**config.mk**
```make
export PLATFORM = sky130hd
export DESIGN_NAME = shift_right_flat
export DESIGN_NICKNAME = d
export VERILOG_FILES = /design/src/rtl/shift_right_pkg.sv /design/src/rtl/shift_right_if.sv /design/src/rtl/shift_right_barrel.sv /design/src/rtl/shift_right.sv /design/src/flat_wrapper.sv
export SDC_FILE = /design/constraint.sdc
export NUM_CORES = 1
export LEC_CHECK = 0
export ABC_AREA = 1
export CORE_AREA = 2 2 40 42
export CTS_BUF_LIST = sky130_fd_sc_hd__clkbuf_8 sky130_fd_sc_hd__clkbuf_16
export CTS_CLUSTER_DIAMETER = 50
export CTS_CLUSTER_SIZE = 12
export DETAILED_ROUTE_END_ITERATION = 12
export DIE_AREA = 0 0 42 44
export MAX_ROUTING_LAYER = met4
export PLACE_DENSITY = 0.8
export SYNTH_ARGS = -nofsm -noshare
export SYNTH_HDL_FRONTEND = slang
export SYNTH_SLANG_ARGS = --single-unit
```
**constraint.sdc**
```tcl
create_clock -name clk -period 0.9 [get_ports clk]
set_input_delay 0.18 -clock clk [delete_from_list [all_inputs] [get_ports clk]]
set_output_delay 0.18 -clock clk [all_outputs]
set_load 0.02 [all_outputs]
```
**src/rtl/shift_right_pkg.sv**
```systemverilog
// Shared constants, fill-mode enum and overflow helper for the shift_right slice.
package shift_right_pkg;

  localparam int SHIFT_RIGHT_DEFAULT_N = 8;

  typedef enum logic {
    SHIFT_LOGICAL = 1'b0,
    SHIFT_ARITH   = 1'b1
  } shift_mode_e;

  // Callers pass only the shift-amount bits that fit in 32 bits.
  function automatic logic shamt_overflow(input logic [31:0] b, input int unsigned n);
    return (b >= n);
  endfunction

endpackage

```
**src/rtl/shift_right_if.sv**
```systemverilog
// Operand/result bundle for shift_right; the arith select exists only with SHIFT_RIGHT_ARITH_EN.
interface shift_right_if import shift_right_pkg::*; #(
    parameter int N = SHIFT_RIGHT_DEFAULT_N
);
    logic [N-1:0] a;
    logic [N-1:0] b;
`ifdef SHIFT_RIGHT_ARITH_EN
    logic         arith;
`endif
    logic [N-1:0] result;

`ifdef SHIFT_RIGHT_ARITH_EN
    modport master (output a, b, arith, input result);
    modport slave  (input a, b, arith, output result);
`else
    modport master (output a, b, input result);
    modport slave  (input a, b, output result);
`endif
endinterface

```
**src/rtl/shift_right_barrel.sv**
```systemverilog
// Combinational log2-stage right barrel shifter with a caller-supplied fill bit.
module shift_right_barrel import shift_right_pkg::*; #(
    parameter int N = SHIFT_RIGHT_DEFAULT_N
) (
    input  logic [N-1:0] data,
    input  logic [N-1:0] shamt,
    input  logic         fill,
    output logic [N-1:0] out
);
    localparam int S = $clog2(N);

    logic [S:0][N-1:0] st;
    logic              ovf;

    assign st[0] = data;

    genvar k;
    generate
        for (k = 0; k < S; k++) begin : g_stage
            localparam int SH = 1 << k;
            assign st[k+1] = shamt[k] ? {{SH{fill}}, st[k][N-1:SH]} : st[k];
        end
    endgenerate

    // Upper bits catch large amounts; the low-field compare catches non-power-of-2 widths.
    assign ovf = (|shamt[N-1:S]) | shamt_overflow(32'(shamt[S-1:0]), N);
    assign out = ovf ? {N{fill}} : st[S];

endmodule

```
**src/rtl/shift_right.sv**
```systemverilog
// Registered right shifter, one-cycle latency, async active-low reset.
// Define SHIFT_RIGHT_ARITH_EN to add the arith (sign-fill) select.
module shift_right import shift_right_pkg::*; #(
    parameter int N = SHIFT_RIGHT_DEFAULT_N
) (
    input  logic           clk,
    input  logic           rst_n,
    shift_right_if.slave   bus
);
    shift_mode_e  mode;
    logic         fill;
    logic [N-1:0] nxt;

`ifdef SHIFT_RIGHT_ARITH_EN
    assign mode = bus.arith ? SHIFT_ARITH : SHIFT_LOGICAL;
`else
    assign mode = SHIFT_LOGICAL;
`endif
    assign fill = (mode == SHIFT_ARITH) ? bus.a[N-1] : 1'b0;

    shift_right_barrel #(.N(N)) u_barrel (
        .data  (bus.a),
        .shamt (bus.b),
        .fill  (fill),
        .out   (nxt)
    );

    always_ff @(posedge clk or negedge rst_n) begin
        if (!rst_n) bus.result <= '0;
        else        bus.result <= nxt;
    end

endmodule

```
**src/flat_wrapper.sv**
```systemverilog
// flat-port wrapper written by rule: the top's interface ports become plain ports
module shift_right_flat import shift_right_pkg::*;
#(
    parameter int N = SHIFT_RIGHT_DEFAULT_N
)
  (clk, rst_n, bus_a, bus_b, bus_result);
  shift_right_if #(.N(N)) bus_i ();
  input  logic clk;
  input  logic rst_n;
  input wire logic [$bits(bus_i.a)-1:0] bus_a;
  input wire logic [$bits(bus_i.b)-1:0] bus_b;
  output wire logic [$bits(bus_i.result)-1:0] bus_result;
  assign bus_i.a = bus_a;
  assign bus_i.b = bus_b;
  assign bus_result = bus_i.result;
  shift_right #(.N(N)) u_core (.clk(clk), .rst_n(rst_n), .bus(bus_i));
endmodule
```
==> summary.md <==
| Metric | Value |
|---|---|
| Net Sw Frac | between 20% and 30% |
| Routed WL | 1.490 mm |
| Max VDD drop | around 0.44 mV |
| Worst EP required | between 0.7 and 0.8 ns |
| Max FFs per register | 8 |
| Placed insts | around 120 |
| Hold_buf cts | 0 |
| Final hold viol count | 0 |
| Gr ovfl total | 0 |
| Comb pwr share | 26.1% |
| Share of cells above drive strength 1 | 46.43% |
| Synth warnings | 0 |
| DR vias/cell | about 4.9 |
| ANT cells | 0 |
| Core Area | 0.001419 sq mm |
| ANT nets after route | 0 |
| CP Buf/Inv Count | 1 |
| CTS H-tree lvls | 1 |
| Sequential power share | 34.9% |
| Post-DP HPWL | 1.039 mm |
| CTS tree | done |
| CP endpoint | bus_result[4] |
| Max clock buf depth | 2 |
| Biggest register | u_core.bus.result |
| First DRT Iteration DRCs | 12 |
| Initial antenna violation count | 0 |
| Syn Nets | 98 |
| Critical path's slowest cell | dfrtp_1 |
| Top cells by area, synth | dfrtp_1, nand2_1, nand3_1, inv_1, nand3_2 |
| Global Route Usage Sum | 17.71% |
| CP peak stage delay | about 0.37 ns |
| Netlist cell types | 18 |
| Setup TNS | -0.002393 ns |
| Routed vias | about 630 |
| Unrepaired setup endpoints after global routing | yes |
| Largest regs | u_core.bus.result x8 |
| Port bufs | 25 |
| Final Setup Violations | 1 |
| Clk sinks | 8 |
| Status | finished with violations |
| Crit end category | output pin |
| CTS Buf Count | 3 |
| Post-synth top area share | 34.19% |
| WS Path Type | reg -> out |
| WL/cell | 11.64 microns |
| Failing checks | negative setup slack |
| Rel. slew slack | between 70% and 80% |
| # rows | 14 |
| Clock slew at reported path FFs | 0.04 ns |
| Syn Area/Cell | 7.320 sq um |
| Mapped Area | about 600 sq um |
| Die area | 0.001848 sq mm |
| Die Ht | 44 microns |
| # DRC | 0 |
| Min-Delay Path Class | in -> async |
| Final worst setup slack | -0.002393 ns |
| Worst setup SP type | flop |
| Layout Nets | 132 |
| Slew @ Worst Pin | between 0.3 and 0.4 ns |
| First-pass DRT Iterations | 4 |
| Minimum clock period | around 0.9 ns |
| Net Sw Power | 0.2700 mW |
| Period utilization | 100.3% |
| Sequential fraction of the synthesis area | 34.19% |
| Finished Layout Cells | 128 |
| CP startpoint | u_core.bus.result[4] |
| Final Max Tran Viols | 0 |
| Synth Register Bits | 8 |
| Die X | 42 microns |
| Post-Synthesis Cells | 80 |
| P&R area growth vs syn | 72.86% |
| CP Data Arrival Time | 0.72 ns |
| Leakage | 0.5694 nW |
| First-pass GRT wire length | 2.346 mm |
| Pwr dens | 1035 mW/mm^2 |
| Top delay family on crit path | flip-flops |
| Clock network power share | 39.0% |
| Max Clk Rate | 1108 MHz |
| Yosys top cell by area | dfrtp_1 |
| CP max FO | 1 |
| Largest net degree at the start of global routing | 9 |
| MaxCap Viol Count | 0 |
| Final core occ | 71.34% |
| Critical Path Stages | 1 |
| Internal power | about 0.78 mW |
| Vias in the first global route | 580 |
| I/O Pins | 26 |
| Initial Util | 41.27% |
| Worst path cell trace | buf_6 |
| GP Congestion | 0.8905 |
| Root Driver | clkbuf_8 |
## Yosys cell counts
cell and number:
a21oi_1 2, buf_4 1, buf_6 1, dfrtp_1 8, inv_1 10, inv_2 1, inv_6 1, nand2_1 30
nand2_2 3, nand2_4 1, nand3_1 9, nand3_2 3, nand3_4 1, nand4_1 1, nor2_1 1, nor2_2 3
nor2_4 2, nor3_2 2
## worst min path at each step
stage	startpoint	slack (ns)	endpoint	cells after the start
final	rst_n	0.23	u_core.bus.result[3]	1
after global routing	rst_n	0.27	u_core.bus.result[5]	1
after CTS	rst_n	0.23	u_core.bus.result[5]	1
after detailed placement	rst_n	0.47	u_core.bus.result[5]	1
after global placement	rst_n	0.46	u_core.bus.result[5]	1
after floorplan	rst_n	-0.12	u_core.bus.result[0]	0
## metal layers
layer	global-route usage, %	share of wire (%)	wire length, microns
met1	18.13	35	528
met2	30.31	56	835
met3	3.333	5.1	76
met5	-	0	0
met4	12.90	3.4	50
## per-stage QoR
step,hold WS [ns],area (sq um),worst slack [ns],total power [mW]
after CTS,0.2302,944.7,-0.02230,1.045
after global placement,0.4590,859.6,-0.3743,0.5982
final,0.2279,1012,-0.002393,1.047
after floorplan,-0.1156,585.6,0.1535,0.4948
after detailed placement,0.4691,859.6,-0.3808,0.6028
after global routing,0.2682,1012,-0.03275,1.100
## cells in the final DEF, fill, tap and decap left out, types with 2 or more instances in the layout
| cell | n |
|---|---|
| inv_1 | 3 |
| nor2_2 | 2 |
| inv_2 | 8 |
| nor2_4 | 3 |
| nand3_1 | 5 |
| clkbuf_8 | 3 |
| nand3_2 | 7 |
| buf_4 | 2 |
| nand2_1 | 23 |
| buf_6 | 10 |
| a21oi_1 | 2 |
| nand2_2 | 10 |
| dlymetal6s2s_1 | 6 |
| dlygate4sd2_1 | 8 |
| clkdlybuf4s50_1 | 2 |
| dfrtp_1 | 8 |
## layout make-up
cell class	instances	area, sq um
clock buffers	3	41.29
well taps	16	20.02
inverters	12	57.56
multi-input cells	58	365.4
repair buffers	31	327.8
fillers	116	406.6
flip-flops and latches	8	200.2
## power by group through the flow
stage          combinational, mW  clock [mW]  sequential, mW
6_report                   0.274       0.408           0.365
5_1_grt                    0.301       0.434           0.365
4_1_cts                    0.248       0.432           0.365
3_5_place_dp               0.233           0           0.370
3_3_place_gp               0.229           0           0.369
2_1_floorplan              0.122           0           0.373
## logic make-up after synthesis
| logic type | synth area share (%) |
|---|---|
| flip-flops | 34.19 |
| buffers and inverters | 11.75 |
| AND/OR/NAND/NOR | 52.35 |
| AO/OA/AOI/OAI | 1.709 |
## repair_timing
item	4_1_cts	5_1_grt
setup buffers	1	0
resized for setup	65	24
hold endpoints to repair	0	0
pin swaps	5	12
cloned	2	0
setup endpoints to repair	16	15
Power figures use the tool's default switching activity.
